[src/rtl/multi_issue_sequencer.sv]
// multi_issue_sequencer
//   Splits a fetch bundle of width_p pre-decoded descriptors into in-order
//   issue groups that respect RAW/WAW hazards, per-class (INT/FP) issue limits
//   and special-op boundaries. One group is handed out per accepted cycle.
//
// Ports
//   clk_i, reset_n_i        clock, asynchronous active-low reset
//   bundle_v_i              bundle present
//   slot_*_i                per-slot descriptor fields (slot k at bit k, or
//                           bits [k*W +: W] for register specifiers)
//   bundle_yumi_o           bundle fully consumed this cycle
//   flush_i                 discard current bundle
//   issue_v_o/issue_ready_i group handshake
//   issue_mask_o            slots in the current group
//   head_o                  first unissued slot index
//   group_count_o           accepted groups (wraps)
//   instr_count_o           accepted instructions (wraps)
module multi_issue_sequencer #(
  parameter int width_p          = 2,
  parameter int reg_addr_width_p = 5,
  parameter int max_int_p        = 1,
  parameter int max_fp_p         = 1,
  parameter int ptr_width_lp     = $clog2(width_p + 1)
) (
  input  logic                                 clk_i,
  input  logic                                 reset_n_i,
  input  logic                                 bundle_v_i,
  input  logic [width_p-1:0]                   slot_v_i,
  input  logic [width_p-1:0]                   slot_fp_i,
  input  logic [width_p-1:0]                   slot_special_i,
  input  logic [width_p-1:0]                   slot_write_rd_i,
  input  logic [width_p-1:0]                   slot_rd_fp_i,
  input  logic [width_p*reg_addr_width_p-1:0]  slot_rd_i,
  input  logic [width_p-1:0]                   slot_read_rs1_i,
  input  logic [width_p-1:0]                   slot_read_rs2_i,
  input  logic [width_p-1:0]                   slot_rs_fp_i,
  input  logic [width_p*reg_addr_width_p-1:0]  slot_rs1_i,
  input  logic [width_p*reg_addr_width_p-1:0]  slot_rs2_i,
  output logic                                 bundle_yumi_o,
  input  logic                                 flush_i,
  output logic                                 issue_v_o,
  input  logic                                 issue_ready_i,
  output logic [width_p-1:0]                   issue_mask_o,
  output logic [ptr_width_lp-1:0]              head_o,
  output logic [31:0]                          group_count_o,
  output logic [31:0]                          instr_count_o
);

  localparam int unsigned max_int_lp = max_int_p;
  localparam int unsigned max_fp_lp  = max_fp_p;
  localparam int unsigned rw_lp      = reg_addr_width_p;

  logic [ptr_width_lp-1:0] head_r, head_n;
  logic [31:0]             group_cnt_r, instr_cnt_r;

  logic [width_p-1:0]      mask;
  logic                    any_at_head, any_after_next;
  logic                    stop, spec_seen, ok, hazard;
  logic                    raw, waw;
  int unsigned             int_cnt, fp_cnt, last_idx;
  logic [rw_lp-1:0]        rd_i, rd_j, rs1_j, rs2_j;
  logic [ptr_width_lp-1:0] next_head;
  logic [31:0]             pop;
  logic                    accept, empty;

  // Group formation: single in-order scan from head_r; the scan stops at the
  // first valid slot that cannot join, invalid slots are simply passed over.
  always_comb begin
    mask        = '0;
    any_at_head = 1'b0;
    stop        = 1'b0;
    spec_seen   = 1'b0;
    ok          = 1'b0;
    hazard      = 1'b0;
    raw         = 1'b0;
    waw         = 1'b0;
    int_cnt     = 0;
    fp_cnt      = 0;
    last_idx    = 0;
    rd_i        = '0;
    rd_j        = '0;
    rs1_j       = '0;
    rs2_j       = '0;
    for (int unsigned j = 0; j < width_p; j++) begin
      if (j >= 32'(head_r)) begin
        if (slot_v_i[j]) any_at_head = 1'b1;
        if (slot_v_i[j] && !stop) begin
          if (mask == '0) begin
            ok = 1'b1;
          end else begin
            rd_j   = slot_rd_i [j*rw_lp +: rw_lp];
            rs1_j  = slot_rs1_i[j*rw_lp +: rw_lp];
            rs2_j  = slot_rs2_i[j*rw_lp +: rw_lp];
            hazard = 1'b0;
            for (int unsigned i = 0; i < j; i++) begin
              rd_i = slot_rd_i[i*rw_lp +: rw_lp];
              // INT x0 is hard-wired zero; FP f0 is a real register
              raw = mask[i] && slot_write_rd_i[i]
                    && (slot_rd_fp_i[i] == slot_rs_fp_i[j])
                    && ((slot_read_rs1_i[j] && (rd_i == rs1_j))
                     || (slot_read_rs2_i[j] && (rd_i == rs2_j)))
                    && !(!slot_rd_fp_i[i] && (rd_i == '0));
              waw = mask[i] && slot_write_rd_i[i] && slot_write_rd_i[j]
                    && (slot_rd_fp_i[i] == slot_rd_fp_i[j])
                    && (rd_i == rd_j)
                    && !(!slot_rd_fp_i[i] && (rd_i == '0));
              if (raw || waw) hazard = 1'b1;
            end
            ok = !spec_seen && !hazard
                 && (slot_fp_i[j] ? (fp_cnt < max_fp_lp) : (int_cnt < max_int_lp));
          end
          if (ok) begin
            mask[j]  = 1'b1;
            last_idx = j;
            if (slot_fp_i[j]) fp_cnt  = fp_cnt + 1;
            else              int_cnt = int_cnt + 1;
            if (slot_special_i[j]) spec_seen = 1'b1;
          end else begin
            stop = 1'b1;
          end
        end
      end
    end
  end

  always_comb begin
    any_after_next = 1'b0;
    pop            = '0;
    for (int unsigned j = 0; j < width_p; j++) begin
      if ((j > last_idx) && slot_v_i[j]) any_after_next = 1'b1;
      pop = pop + 32'(mask[j]);
    end
  end

  assign next_head    = ptr_width_lp'(last_idx + 1);
  assign issue_mask_o = mask;
  assign issue_v_o    = bundle_v_i & (|mask) & ~flush_i;
  assign accept       = issue_v_o & issue_ready_i;
  assign empty        = bundle_v_i & ~any_at_head;

  always_comb begin
    bundle_yumi_o = 1'b0;
    head_n        = head_r;
    if (flush_i) begin
      bundle_yumi_o = bundle_v_i;
      head_n        = '0;
    end else if (empty) begin
      bundle_yumi_o = 1'b1;
      head_n        = '0;
    end else if (accept) begin
      bundle_yumi_o = ~any_after_next;
      head_n        = any_after_next ? next_head : '0;
    end
  end

  always_ff @(posedge clk_i or negedge reset_n_i) begin
    if (!reset_n_i) begin
      head_r      <= '0;
      group_cnt_r <= '0;
      instr_cnt_r <= '0;
    end else begin
      head_r <= head_n;
      if (accept) begin
        group_cnt_r <= group_cnt_r + 32'd1;
        instr_cnt_r <= instr_cnt_r + pop;
      end
    end
  end

  assign head_o        = head_r;
  assign group_count_o = group_cnt_r;
  assign instr_count_o = instr_cnt_r;

endmodule

[config.mk]
export PLATFORM = sky130hd
export DESIGN_NAME = multi_issue_sequencer
export DESIGN_NICKNAME = d
export VERILOG_FILES = /design/src/rtl/multi_issue_sequencer.sv
export SDC_FILE = /design/constraint.sdc
export NUM_CORES = 1
export LEC_CHECK = 0
export CAP_MARGIN = 25
export CORE_MARGIN = 5
export CORE_UTILIZATION = 34
export DETAILED_ROUTE_END_ITERATION = 8
export GPL_ROUTABILITY_DRIVEN = 0
export SLEW_MARGIN = 20
export SYNTH_ARGS = -nofsm -noshare
export SYNTH_HDL_FRONTEND = slang
export SYNTH_SLANG_ARGS = --single-unit
[constraint.sdc]
create_clock -name clk_i -period 3.7 [get_ports clk_i]
set_clock_uncertainty 0.05 [all_clocks]
set_input_delay 0.555 -clock clk_i [delete_from_list [all_inputs] [get_ports clk_i]]
set_output_delay 0.555 -clock clk_i [all_outputs]
set_load 0.03 [all_outputs]
# ---- Yosys cells after proc, flatten, opt, wreduce, memory -nomap -nowiden
# Cells that the tools add are included.
dict set report totals {
  in_bits 51
  ff_bits 66
  latchBits 0
  out_inout_bits 70
  n_memories 0
  elab_cells 98
  ram_bits 0
  rom_bits 0
}
dict set report op_classes {
  order_cmp 6
  reduce_logical 26
  div 0
  bitwise_logic 7
  multipliers 0
  add_sub_neg 4
  mux 47
  n_eq_ne 5
  shift 0
}
# operator n
set ops {}
lappend ops {{1-bit by 32-bit > comparator with 1-bit output, first input constant} 2}
lappend ops {{32-bit by 1-bit less-than comparator with 1-bit output, second input constant} 2}
lappend ops {{1-bit 2-to-1 mux} 43}
lappend ops {{32-bit by 1-bit adder with 32-bit output, second input constant} 1}
lappend ops {{32-bit by 2-bit adder with 32-bit output} 1}
lappend ops {{1-bit logical AND} 16}
lappend ops {{5-bit == test} 3}
lappend ops {{2-bit 2-to-1 mux} 4}
lappend ops {{1-bit logical NOT} 5}
lappend ops {{5-bit logical NOT} 1}
lappend ops {{1-bit AND} 4}
lappend ops {{1-bit by 2-bit greater-or-equal comparator with 1-bit output, first input constant} 2}
lappend ops {{1-bit NOT} 3}
lappend ops {{3-bit nonzero test} 1}
lappend ops {{1-bit by 1-bit adder with 2-bit output} 1}
lappend ops {{2-bit by 1-bit adder with 2-bit output, second input constant} 1}
lappend ops {{1-bit == test} 2}
lappend ops {{1-bit logical OR} 2}
lappend ops {{2-bit OR reduction} 1}

# ---- Logic depth before layout (Yosys ltp)
dict set report logic_depth {
  word_depth 32
  mapped_depth 12
  mapped_depth_nobuf 11
}

# ---- Worst setup path after synthesis
# OpenSTA, ideal clock, no wires.
dict set report synth_timing {
  kind {flip-flop to flip-flop}
  start {register head_r[1] (netlist: head_o[1])}
  end {register instr_cnt_r[30] (netlist: instr_count_o[30])}
  setup_slack_ns 0.387
  path_buffers 1
  required_time_ns 3.570
  setup_ns 0.080
  path_stages_with_launch 12
  arrival_ns 3.183
  synth_period_minus_slack_ns 3.313
  cell_sequence {dfrtp_1 nand2b_1 or3_1 or4_1 nand2_1 fa_1 ha_1 nand2_1 or3_1 buf_6 nor3_4 xnor2_1}
}
dict set report synth_via {
  elab_chain_cells 25
  word_cells_on_any_way 41
  classes_between {add/sub (2); order compare (4); mux (16); bitwise (3); reduce/logical (16)}
}
# element line
set synth_rtl {}
lappend synth_rtl {{from (decl)} 53} ;# logic [ptr_width_lp-1:0] head_r, head_n;
lappend synth_rtl {{from (signal assigned)} 162} ;# head_r <= head_n;
lappend synth_rtl {{parallel branches: the longest is 20 deep, another holds 32-bit by 1-bit less-than comparator with 1-bit output} -}
lappend synth_rtl {{1-bit 2-to-1 mux *} 85} ;# if (j >= 32'(head_r)) begin
lappend synth_rtl {{net issue_mask_o[1]} 43} ;# output logic [width_p-1:0] issue_mask_o,
lappend synth_rtl {{parallel branches: the longest is 4 deep, another holds 32-bit by 2-bit adder with 32-bit output} -}
lappend synth_rtl {{to (signal assigned)} 165} ;# instr_cnt_r <= instr_cnt_r + pop;
lappend synth_rtl {{to (decl)} 54} ;# logic [31:0] group_cnt_r, instr_cnt_r;
# Mark *: on every way through the listed nets, which the timed path passes. The select of a mux whose other input is x is not followed.
# A chain may end at the register's enable or synchronous reset.

# ---- Worst setup path in the final report
dict set report layout_timing {
  start {input port slot_v_i[1]}
  end {output port issue_mask_o[1]}
}
dict set report layout_via {
  elab_chain_cells 3
}
# element line
set layout_rtl {}
lappend layout_rtl {{from (decl)} 28} ;# input logic [width_p-1:0] slot_v_i,
lappend layout_rtl {{1-bit logical AND} 87} ;# if (slot_v_i[j] && !stop) begin
lappend layout_rtl {{1-bit 2-to-1 mux} 87}
lappend layout_rtl {{1-bit 2-to-1 mux} 85}
lappend layout_rtl {{to (decl)} 43}
# Every way passes these cells.

==> reports/qor.yml <==
status: "finished clean"
cp-end-kind: "output pin"
syn-cell-area_um2: 3380
max-cap-violations: 0
cp-start-kind: "input port"
drc: 0
clkLatencyLatePin_ns: 0.33
die_area_um2: 12000
root_buffer: "clkbuf_8"
cp.required_ns: 3.09
hold_viol_final: 0
cts_tree: "built"
nNetsFinal: 498
fin_tns_setup_ns: 0
syn_avg_cell_area_um2: 10.5
clk_path_buf_depth: 2
rsz0062_at_grt: "false"
clock_sinks: 66
syn_inst: 321
yosys.area_share.xor_xnor_pct: 20.5
yosys_warnings: 0
ys_seq_area_share_pct: 48.8
fillerInstances: 943
drtIter0Drc: 70
pwr_density_cell_nw_per_um2: 388
core.rowCount: 36
grt_max_degree: 26
relSlewSlack_pct: 59.0
cp_max_fo: 3
area_growth_pct: 44.0
core-area_um2: 9730
initial_core_util_pct: 34.8
ir_drop_mv: 0.254
final_layout_size_suffix_gt1_share_pct: 7.14
multi_input_area_um2: 1680
cts_made_buffers: 9
yosys.area_share.simple_pct: 24.6
critPathSlowestCell: "clkdlybuf4s50_1"
synth_edf_count: 0
cts_setup_buffers: 0
grtUsageTotal_pct: 15.0
max_slew.worst_pin.slew_ns: 0.608
cp_num_buf_inv: 2
avgViaCountPerCell: 4.73
path_clk_slew_ns: 0.07
finalCriticalPeriod_ns: 3.48
grt_pass1_wl_um: 14300
cp-startpoint: "slot_v_i[1]"
dpl.hpwl_um: 6650
p_comb_share_pct: 20.6
dp_worst_setup_slack_ns: 0.0148
cts_htree_levels: 3
n_antenna_cell: 0
post-route-period-util_pct: 94.0
synthAdderAreaFrac_pct: 1.33
antenna_found_initial: 0
max_stage_delay_ns: 0.70
drt_first_pass_iters: 4
num_vias: 2746
async_flop_share_pct: 100
netlist-cell-type-count: 37
wl_per_cell_um: 14.7
port_buffers: 106
regToRegStartpoint: "head_o[1]"
grt_pass1_vias: 2965
synth_top_family_by_area: "simple AND/OR/NAND/NOR gates"
crit_family: "buffers and inverters"
ant_nets: 0
power.leakage_nw: 2.14
crit_path_frequent_cell: "clkdlybuf4s50_1"
fmax_mhz: 288
ys_ff_latch: 66
clockPowerShare_pct: 35.5
worstSetupPathType: "input port to output pin"
dieHeight_um: 110
p_int_w: 0.00136
power_frac_seq_pct: 43.9
synth-compound-area-share_pct: 3.29
setup_violations: 0
slew_violations: 0
cts_resized: 0
ff_latch_area_um2: 1650
postRouteWirelength_um: 8530
synthFlopType: "dfrtp_1"
hold_class: "input port to asynchronous set/reset pin"
finalWorstSetupSlack_ns: 0.222
netSwitchingPower_w: 0.000537
synth_nets: 375
io_pins: 121
crit_chain: "clkdlybuf4s50_1 -> nand2b_1 -> or3_1 -> or4_1 -> nand2_1 -> clkdlybuf4s50_1"
swShare_pct: 28.4
overflow: 0
die-width_um: 110
arrival_ns: 2.87
postCtsHoldBufs: 0
muxShareOfSynthArea_pct: 0
==> sequential cells by signal, summed over array words and instances (netlist names) <==
signal         flops
instr_count_o     32
head_o             2
group_count_o     32
==> cells by family (layout without fill, tap and decap cells) <==
logic type / count (synthesis) / in the layout
fa+ha+maj: 3 / 3
simple gates: 148 / 148
flops: 66 / 66
buf+inv: 12 / 139
xor+xnor: 79 / 79
compound gates: 13 / 13
==> synthesized netlist by cell type, drive strengths merged, types with 2 or more instances <==
library cell   n  area [um^2]
nand2         31          116
a21oi          5         25.0
o21ai          2         10.0
xor2          31          272
nand3         22          110
nand4         19          134
and4           6         52.6
ha             2         25.0
nor3b          2         15.0
clkbuf         2         7.51
xnor2         48          420
nor2b          2         12.5
or3            2         12.5
nor2          26         97.6
and3           9         56.3
or4            4         30.0
nor3          13         92.6
nand2b         2         12.5
inv            9         33.8
dfrtp         66         1650
nor4           5         31.3
==> final cells by class <==
cell class	count	area share, %
repair buffers	115	23.0
flip-flops and latches	66	33.9
clock inverters	2	1.23
inverters	9	0.694
multi-input cells	243	34.5
clock buffers	13	3.26
well taps	133	3.42
==> cells in the final DEF (no fill, tap or decap), types with 2 or more instances in the layout <==
cell type / synthesis / routed
clkdlybuf4s50_1: 0 / 104
dfrtp_1: 66 / 66
xnor2_1: 48 / 48
xor2_1: 31 / 31
nand2_1: 31 / 31
nor2_1: 26 / 26
nand3_1: 22 / 22
nand4_1: 18 / 18
clkbuf_8: 0 / 11
nor3_1: 10 / 10
buf_4: 0 / 10
inv_1: 9 / 9
and3_1: 9 / 9
and4_1: 6 / 6
a21oi_1: 5 / 5
nor4_1: 5 / 5
or4_1: 4 / 4
nand2b_1: 2 / 2
nor2b_1: 2 / 2
or3_1: 2 / 2
o21ai_0: 2 / 2
nor3_4: 2 / 2
nor3b_1: 2 / 2
ha_1: 2 / 2
clkbuf_1: 2 / 2
bufinv_16: 0 / 2
==> layer usage <==
layer / routed length, um / up-vias / part of all wire [%] / track usage [%]
met2: 4140 / 72 / 48 / 25.0
li1: - / 1354 / - / -
met1: 3720 / 1307 / 44 / 18.4
met3: 502 / 13 / 5.9 / 4.46
met5: 0 / - / 0 / 0
met4: 176 / 0 / 2.1 / 5.16
==> stage by stage <==
stage	cell area (um^2)	hold slack (ns)	power, W	util [%]	instances
final	4870	0.114	0.00189	50.1	581
after global routing	4870	0.134	0.00198	50.1	581
after CTS	4870	0.118	0.00192	50.1	581
after detailed placement	4650	0.413	0.00124	47.8	566
after global placement	4650	0.406	0.00123	47.8	566
after floorplan	3380	0.209	0.00103	-	321
==> power by group through the flow <==
stage,combinational (W),sequential [W],clock [W]
4_1_cts,0.000397,0.000830,0.000694
6_report,0.000390,0.000831,0.000671
3_3_place_gp,0.000389,0.000841,0
2_1_floorplan,0.000109,0.000919,0
3_5_place_dp,0.000395,0.000843,0
5_1_grt,0.000415,0.000839,0.000723
==> path summary, 6_finish.rpt <==
| kind | to | slack (ns) | depth (start not counted) |
|---|---|---|---|
| hold reg to reg | group_count_o[31] | 0.42 | 1 |
| setup reg to reg | instr_count_o[30] | 0.51 | 10 |
| min in group clk_i | group_count_o[31] | 0.42 | 1 |
| max in group asynchronous | instr_count_o[9] | 2.76 | 2 |
| setup / recovery | issue_mask_o[1] | 0.22 | 6 |
| hold / removal | group_count_o[13] | 0.11 | 1 |
No activity file was read; power rests on OpenSTA's default activity.
